[src/rtl/color_detect_prod_accum_if.sv]
// Stream bundle for color_detect_prod_accum: product input stream and result output stream.
// The slave modport is the accumulator's view; the master modport is the surrounding environment.
interface color_detect_prod_accum_if #(
  parameter int ACC_W  = 48,
  parameter int LEN_W  = 16,
  parameter int PROD_W = 32
);
  // Both streams use valid/ready: a beat transfers on a rising edge where valid && ready.
  // A producer holds valid and its payload stable until the transfer; ready never depends
  // combinationally on valid.
  logic              s_valid;
  logic              s_ready;
  logic [PROD_W-1:0] s_prod;
  logic              m_valid;
  logic              m_ready;
  logic [ACC_W-1:0]  m_sum;
  logic [LEN_W-1:0]  m_hits;

  modport slave (
    input  s_valid, s_prod, m_ready,
    output s_ready, m_valid, m_sum, m_hits
  );

  modport master (
    output s_valid, s_prod, m_ready,
    input  s_ready, m_valid, m_sum, m_hits
  );
endinterface

[src/rtl/color_detect_prod_accum.sv]
// Accumulates a programmed number of products and counts those above a threshold.
// Optional macro COLOR_DETECT_ACC_SAT_EN: saturate the sum on carry-out instead of wrapping.
module color_detect_prod_accum #(
  parameter int ACC_W  = 48,
  parameter int LEN_W  = 16,
  parameter int PROD_W = 32
) (
  input  logic               clk,
  input  logic               reset_n,
  input  logic               start,
  input  logic [LEN_W-1:0]   len,
  input  logic [PROD_W-1:0]  thresh,
  color_detect_prod_accum_if.slave bus,
  output logic               busy,
  output logic               ovf,
  output logic [1:0]         dbg_state_o
);

  typedef enum logic [1:0] {
    IDLE = 2'd0,
    ACC  = 2'd1,
    OUT  = 2'd2
  } state_t;

  state_t            state_q, state_d;
  logic [LEN_W-1:0]  len_q, len_d;
  logic [LEN_W-1:0]  cnt_q, cnt_d;
  logic [LEN_W-1:0]  hits_q, hits_d;
  logic [PROD_W-1:0] thresh_q, thresh_d;
  logic [ACC_W-1:0]  acc_q, acc_d;
  logic              ovf_q, ovf_d;

  logic              beat;
  logic [ACC_W:0]    sum_ext;
  logic              carry;

  assign beat    = (state_q == ACC) && bus.s_valid;
  assign sum_ext = {1'b0, acc_q} + (ACC_W + 1)'(bus.s_prod);
  assign carry   = sum_ext[ACC_W];

  always_comb begin
    state_d  = state_q;
    len_d    = len_q;
    cnt_d    = cnt_q;
    hits_d   = hits_q;
    thresh_d = thresh_q;
    acc_d    = acc_q;
    ovf_d    = ovf_q;
    case (state_q)
      IDLE: begin
        if (start) begin
          len_d    = len;
          thresh_d = thresh;
          acc_d    = '0;
          hits_d   = '0;
          cnt_d    = '0;
          ovf_d    = 1'b0;
          state_d  = (len == '0) ? OUT : ACC;
        end
      end
      ACC: begin
        if (beat) begin
`ifdef COLOR_DETECT_ACC_SAT_EN
          acc_d = carry ? {ACC_W{1'b1}} : sum_ext[ACC_W-1:0];
`else
          acc_d = sum_ext[ACC_W-1:0];
`endif
          ovf_d  = ovf_q | carry;
          hits_d = hits_q + LEN_W'(bus.s_prod > thresh_q);
          cnt_d  = cnt_q + 1'b1;
          // len_q is never zero here, so len_q - 1 cannot wrap.
          if (cnt_q == len_q - 1'b1) state_d = OUT;
        end
      end
      OUT: begin
        if (bus.m_ready) state_d = IDLE;
      end
      default: state_d = IDLE;
    endcase
  end

  always_ff @(posedge clk or negedge reset_n) begin
    if (!reset_n) begin
      state_q  <= IDLE;
      len_q    <= '0;
      cnt_q    <= '0;
      hits_q   <= '0;
      thresh_q <= '0;
      acc_q    <= '0;
      ovf_q    <= 1'b0;
    end else begin
      state_q  <= state_d;
      len_q    <= len_d;
      cnt_q    <= cnt_d;
      hits_q   <= hits_d;
      thresh_q <= thresh_d;
      acc_q    <= acc_d;
      ovf_q    <= ovf_d;
    end
  end

  // All outputs are decodes of registered state; m_ready only affects the next state.
  assign bus.s_ready = (state_q == ACC);
  assign bus.m_valid = (state_q == OUT);
  assign bus.m_sum   = acc_q;
  assign bus.m_hits  = hits_q;
  assign busy        = (state_q != IDLE);
  assign ovf         = ovf_q;
  assign dbg_state_o = state_q;

endmodule

[src/flat_wrapper.sv]
// flat-port wrapper written by rule: the top's interface ports become plain ports
module color_detect_prod_accum_flat 
#(
  parameter int ACC_W  = 48,
  parameter int LEN_W  = 16,
  parameter int PROD_W = 32
)
  (clk, reset_n, start, len, thresh, busy, ovf, dbg_state_o, bus_s_valid, bus_s_prod, bus_m_ready, bus_s_ready, bus_m_valid, bus_m_sum, bus_m_hits);
  color_detect_prod_accum_if #(.ACC_W(ACC_W), .LEN_W(LEN_W), .PROD_W(PROD_W)) bus_i ();
  input  logic clk;
  input  logic reset_n;
  input  logic start;
  input  logic [LEN_W-1:0] len;
  input  logic [PROD_W-1:0] thresh;
  output logic busy;
  output logic ovf;
  output logic [1:0] dbg_state_o;
  input wire logic [$bits(bus_i.s_valid)-1:0] bus_s_valid;
  input wire logic [$bits(bus_i.s_prod)-1:0] bus_s_prod;
  input wire logic [$bits(bus_i.m_ready)-1:0] bus_m_ready;
  output wire logic [$bits(bus_i.s_ready)-1:0] bus_s_ready;
  output wire logic [$bits(bus_i.m_valid)-1:0] bus_m_valid;
  output wire logic [$bits(bus_i.m_sum)-1:0] bus_m_sum;
  output wire logic [$bits(bus_i.m_hits)-1:0] bus_m_hits;
  assign bus_i.s_valid = bus_s_valid;
  assign bus_i.s_prod = bus_s_prod;
  assign bus_i.m_ready = bus_m_ready;
  assign bus_s_ready = bus_i.s_ready;
  assign bus_m_valid = bus_i.m_valid;
  assign bus_m_sum = bus_i.m_sum;
  assign bus_m_hits = bus_i.m_hits;
  color_detect_prod_accum #(.ACC_W(ACC_W), .LEN_W(LEN_W), .PROD_W(PROD_W)) u_core (.clk(clk), .reset_n(reset_n), .start(start), .len(len), .thresh(thresh), .bus(bus_i), .busy(busy), .ovf(ovf), .dbg_state_o(dbg_state_o));
endmodule
[config.mk]
export PLATFORM = sky130hd
export DESIGN_NAME = color_detect_prod_accum_flat
export DESIGN_NICKNAME = d
export VERILOG_FILES = /design/src/rtl/color_detect_prod_accum_if.sv /design/src/rtl/color_detect_prod_accum.sv /design/src/flat_wrapper.sv
export SDC_FILE = /design/constraint.sdc
export NUM_CORES = 1
export LEC_CHECK = 0
export CORE_MARGIN = 5
export CORE_UTILIZATION = 45
export CTS_CLUSTER_DIAMETER = 150
export DETAILED_ROUTE_END_ITERATION = 12
export PLACE_DENSITY_LB_ADDON = 0.3
export RECOVER_POWER = 50
export SYNTH_ARGS = -nofsm -noshare
export SYNTH_HDL_FRONTEND = slang
export SYNTH_SLANG_ARGS = --single-unit
[constraint.sdc]
create_clock -name clk -period 3.04 [get_ports clk]
set_input_delay 0.456 -clock clk [delete_from_list [all_inputs] [get_ports clk]]
set_output_delay 0.456 -clock clk [all_outputs]
set_load 0.01 [all_outputs]
Word level (Yosys, flattened, before mapping)

Index checks and enable logic that the tools add are counted.

$add $sub $neg: 4
Order comparisons: 1
Equality and inequality tests: 7
Mux-type cells: 17
Bitwise logic cells: 1
Reductions and logical operators: 8

Operators by type and width:

| kind                                                  | number |
|---|---|
| 2-to-1 mux 48 bit                                     | 2 |
| one-hot mux 48 bit (2 select lines)                   | 1 |
| one-hot mux 16 bit (2 select lines)                   | 2 |
| adder 48 x 32 -> 49 bit                               | 1 |
| 2-to-1 mux 16 bit                                     | 3 |
| > comparator 32 bit                                   | 1 |
| adder 16 x 1 -> 16 bit                                | 1 |
| adder 16 x 1 -> 16 bit, second input constant         | 1 |
| == test 16 bit                                        | 1 |
| logical NOT 16 bit                                    | 1 |
| subtractor 16 x 1 -> 16 bit, second input constant    | 1 |
| 2-to-1 mux 2 bit                                      | 5 |
| one-hot mux 2 bit (3 select lines)                    | 1 |
| inequality test 2 x 1 -> 1 bit, second input constant | 2 |
| inequality test 2 bit, second input constant          | 2 |
| AND reduction 4 bit                                   | 1 |
| nonzero test 2 bit                                    | 2 |
| AND reduction 3 bit                                   | 1 |
| == test 2 x 1 -> 1 bit, second input constant         | 1 |
| == test 2 bit, second input constant                  | 1 |
| logical NOT 2 bit                                     | 1 |
| 2-to-1 mux 1 bit                                      | 2 |
| one-hot mux 1 bit (2 select lines)                    | 1 |
| AND reduction 2 bit                                   | 1 |
| 2 further kinds                                       | 2 |

Bits in registers: 131
Bits of input ports: 85
Output and inout bits: 70
Word-level logic and storage cells: 45

Logic depth before layout (Yosys ltp)

Word-level depth: 5
Mapped depth: 16
Mapped depth without buffers: 16

Least setup slack after synthesis

No wires, ideal clock.

Path type: input to register
Start point: input bus_s_prod[23]
End point: register u_core.hits_q[14] (netlist: u_core.bus.m_hits[14])
Setup time: 0.132 ns
Arrival: 2.816 ns
Required time: 2.908 ns
Path slack: 0.092 ns
Cell stages on the path: 14
Buffers on the path: 0
Cells stage by stage: ha_1 > and3_1 > nand4_1 > or3_1 > o21ai_0 > a21oi_1 > a311oi_1 > o31a_1 > ha_1 > and3_1 > and2_0 > nand3_1 > xor2_1 > nor2_1

Word-level cells in the longest chain between the ends: 4

RTL lines:

| element                             | line                          | text |
|---|---|---|
| from (decl)                         | flat_wrapper.sv:19            | `input wire logic [$bits(bus_i.s_prod)-1:0] bus_s_prod;` |
| > comparator 32 bit                 | color_detect_prod_accum.sv:69 | `hits_d = hits_q + LEN_W'(bus.s_prod > thresh_q);` |
| adder 16 x 1 -> 16 bit              | color_detect_prod_accum.sv:69 |  |
| 2-to-1 mux 16 bit                   | color_detect_prod_accum.sv:62 | `if (beat) begin` |
| one-hot mux 16 bit (2 select lines) | color_detect_prod_accum.sv:49 | `case (state_q)` |
| to (signal assigned)                | color_detect_prod_accum.sv:95 | `hits_q <= hits_d;` |
| to (decl)                           | color_detect_prod_accum.sv:28 | `logic [LEN_W-1:0] hits_q, hits_d;` |

No other way between the ends. The select of a mux whose other input is x is not followed.
A chain may end at the register's enable or synchronous reset.

Worst setup path in the final report

Start point: register u_core.thresh_q[21]
End point: register u_core.hits_q[9] (netlist: u_core.bus.m_hits[9])

Word-level cells in the longest chain between the ends: 4

RTL lines:

| element                             | line                          | text |
|---|---|---|
| from (decl)                         | color_detect_prod_accum.sv:29 | `logic [PROD_W-1:0] thresh_q, thresh_d;` |
| from (signal assigned)              | color_detect_prod_accum.sv:96 | `thresh_q <= thresh_d;` |
| > comparator 32 bit                 | color_detect_prod_accum.sv:69 |  |
| adder 16 x 1 -> 16 bit              | color_detect_prod_accum.sv:69 |  |
| 2-to-1 mux 16 bit                   | color_detect_prod_accum.sv:62 |  |
| one-hot mux 16 bit (2 select lines) | color_detect_prod_accum.sv:49 |  |

No other way between the ends. The select of a mux whose other input is x is not followed.

==> impl_metrics.ini <==
[detailed_routing]
drtIter0Drc = 406
dr.pass1.iters = 5
final_antenna_net_count = 0
wire_per_inst_um = 16.0
vias_per_cell = 5.40
vias = 7997
drc = 0
routed_wl_mm = 23.7

[timing]
min_period_over_period_pct = 102
finalCriticalPeriod_ps = 3100
fin_ws_ps = -57.9
finalSetupViolations = 9
worstMarginPinSlew_ps = 2390
slew_viol_final = 43
holdWs_ps = 493
grt_setup_unrepaired = yes
slew_headroom_pct = -59.4
skew_ps = 7.30
finalHoldViolCount = 0
max_freq_mhz = 323

[place]
place.gp.congestion = 0.886
dp_cells = 1446
dp_hpwl_mm = 17.3
port_buffers = 154
post_dp_cell_area_mm2 = 0.0110

[floorplanning]
fp-row-count = 50
ioPinCount = 155
die_w_um = 147
initial_core_util_pct = 45.4
core_area_mm2 = 0.0186
dieHeight_um = 147
die-area_mm2 = 0.0216

[power]
leakage_nw = 5.41
vdd_drop_max_mv = 0.417
power.total_mw = 10.0
power.density_mw_per_mm2 = 844

[cts]
cts-htree-levels = 4
numCtsBuffers = 17
cts.sinks = 131
insertion_delay_ps = 420
clk_pin_slew_ps = 60
clockBufferDepth = 2
tritoncts = built
cts_root_buf = clkbuf_16

[run_status]
status = finished with violations
violations = max-capacitance violations, max-slew violations, negative setup slack

[setup_path]
path_max_fanout = 6
r2r-end = u_core.bus.m_hits[9]$_DFFE_PN0P_
critPathKind = register to register
endpoint_kind = register
required_ps = 3320
timing.rr.start = u_core.thresh_q[21]$_DFFE_PN0P_
reg2reg_slack_ps = -60
worst_r2r_path_depth = 15
worst_setup_path_start_kind = register
worstPathArrival_ps = 3380

[min_path]
holdPathStages = 2
min_to = u_core.thresh_q[0]$_DFFE_PN0P_
hold_class = register to register
hp-start = u_core.thresh_q[0]$_DFFE_PN0P_

[global_route]
first_global_vias = 7864
grt_util_all_layers_pct = 21.9
grt_antenna_before_repair = 0
grt_pass1_wl_mm = 38.9
grt_max_degree = 124
overflow = 0

[finish]
drive_gt1_share_pct = 15.6
ff_latch_area_mm2 = 0.00328
finalNetCount = 1389
antenna_cells = 0
fillers = 1553
area_delta_synth_final_pct = 40.5
fin_cells = 1481
multiInputGateArea_mm2 = 0.00502
final_util_pct = 63.8
fin_area_mm2 = 0.0119

[yosys]
yosysWarnings = 0
synth.avg_cell_area_um2 = 8.59
async_flop_share_pct = 100
syn_area_mm2 = 0.00843
syn_inst = 982
synth_cell_type_count = 62
ys_ff_latch = 131
synth-main-ff-cell = dfrtp_1
synth-edff-count = 0
synth-seq-area-share_pct = 38.9
synthesis.nets = 1136

[flow_run]
drv_cap = 1
## cell usage after synthesis, types with 5 or more instances
library cell  number  area share, %
mux2i_1            6           0.71
inv_1             52            2.3
nand2_1          168            7.5
nand3_1           26            1.5
a21o_1            23            2.0
nand4_1           25            1.9
a31oi_1            8           0.59
dfrtp_1          131             39
o21a_1             5           0.45
nor4_1             7           0.52
o21ai_0           94            5.6
a2111o_1           6           0.80
nor3_1            11           0.65
xnor2_1           37            3.8
and3_1            11           0.82
clkbuf_1          29            1.3
buf_1              5           0.22
nand2b_1           9           0.67
or3_1              6           0.45
xor2_1            42            4.4
ha_1              68             10
a22o_1             6           0.62
nor3b_1            5           0.45
nor2b_1           10           0.74
nor2_1            79            3.5
a21oi_1           50            3.0
## layout make-up
cell class / instances / area share [%]
Tap cell: 234 / 2.47
Inverter: 52 / 1.65
Clock inverter: 12 / 1.53
Sequential cell: 131 / 27.7
Clock buffer: 19 / 3.82
Timing Repair Buffer: 271 / 20.5
Multi-Input combinational cell: 762 / 42.3
## worst max-delay path by stage
stage                                         start                                end  slack [ps]  cells after the start
CTS                 u_core.thresh_q[21]$_DFFE_PN0P_   u_core.bus.m_hits[9]$_DFFE_PN0P_        -170                     16
floorplan                            bus_s_prod[23]  u_core.bus.m_hits[14]$_DFFE_PN0P_          90                     14
finish              u_core.thresh_q[21]$_DFFE_PN0P_   u_core.bus.m_hits[9]$_DFFE_PN0P_         -60                     15
global placement                     bus_s_prod[23]  u_core.bus.m_hits[15]$_DFFE_PN0P_        -690                     16
global route        u_core.thresh_q[22]$_DFFE_PN0P_   u_core.bus.m_hits[9]$_DFFE_PN0P_        -240                     15
detailed placement                   bus_s_prod[22]   u_core.bus.m_hits[9]$_DFFE_PN0P_        -910                     16
## cells in the final DEF, fill, tap and decap left out, types with 6 or more instances in the layout
master / instances
nand2_1: 163
clkdlybuf4s50_1: 146
dfrtp_1: 131
buf_4: 113
o21ai_0: 91
nor2_1: 75
ha_1: 62
a21oi_1: 48
inv_1: 47
xor2_1: 42
xnor2_1: 36
nand4_1: 25
a21o_1: 23
nand3_1: 21
clkbuf_16: 17
nor3_1: 11
nor2b_1: 10
and3_1: 9
nand2b_1: 9
a31oi_1: 8
dlygate4sd2_1: 7
a22o_1: 6
a2111o_1: 6
nor4_1: 6
mux2i_1: 6
## registers in the layout, indices dropped and copies added, names as in the netlist
signal	flops
u_core.thresh_q	32
u_core.bus.m_hits	16
u_core.ovf	1
u_core.len_q	16
u_core.cnt_q	16
u_core.dbg_state_o	2
u_core.bus.m_sum	48
## worst max-delay path, cell delays in order, from the launching register on
cell and delay (ps):
dfrtp_1 340, inv_2 60, ha_4 260, and3_4 190, nand4_1 170, or3_4 410, o21ai_4 170, a21oi_2 60
a311oi_2 250, o31a_1 230, ha_2 190, and3_4 170, and2_4 200, nand3_2 90, xor2_1 150, nor2_1 60
## report_power, final
group	internal, mW	switching [mW]	total, mW
Combinational	2.39	2.69	5.08
Clock	1.41	0.783	2.20
Sequential	2.27	0.455	2.73
## through the flow
step | TNS (ps) | setup slack, ps
after floorplan | 0 | 92.4
after global placement | -17110 | -689
after detailed placement | -20730 | -915
after CTS | -1440 | -168
after global routing | -3440 | -238
final | -352 | -57.9
## what timing repair did
item,CTS,global route
gates cloned,0,0
setup buffers,3,3
endpoints found under the setup margin,16,39
pin swaps,22,15
gates resized for setup,34,20
hold buffers,0,0
## logic make-up (layout without fill, tap and decap cells)
family	count (synthesis)	count (layout)	share of synthesized area (%)
mux	7	7	0.846
compound gates	232	232	17.2
fa+ha+maj	69	69	10.3
xor+xnor	79	79	8.20
buf+inv	89	354	4.08
flops	131	131	38.9
simple gates	375	375	20.5
## routing by layer
| layer | part of all wire (%) | GRT usage (%) | up-vias |
|---|---|---|---|
| li1 | - | - | 3927 |
| met3 | 4.6 | 4.26 | 21 |
| met4 | 1.2 | 5.31 | 0 |
| met1 | 46 | 30.0 | 3862 |
| met2 | 48 | 36.1 | 187 |
| met5 | 0 | 0 | - |
Note: power is estimated with default switching activity, not from simulation.
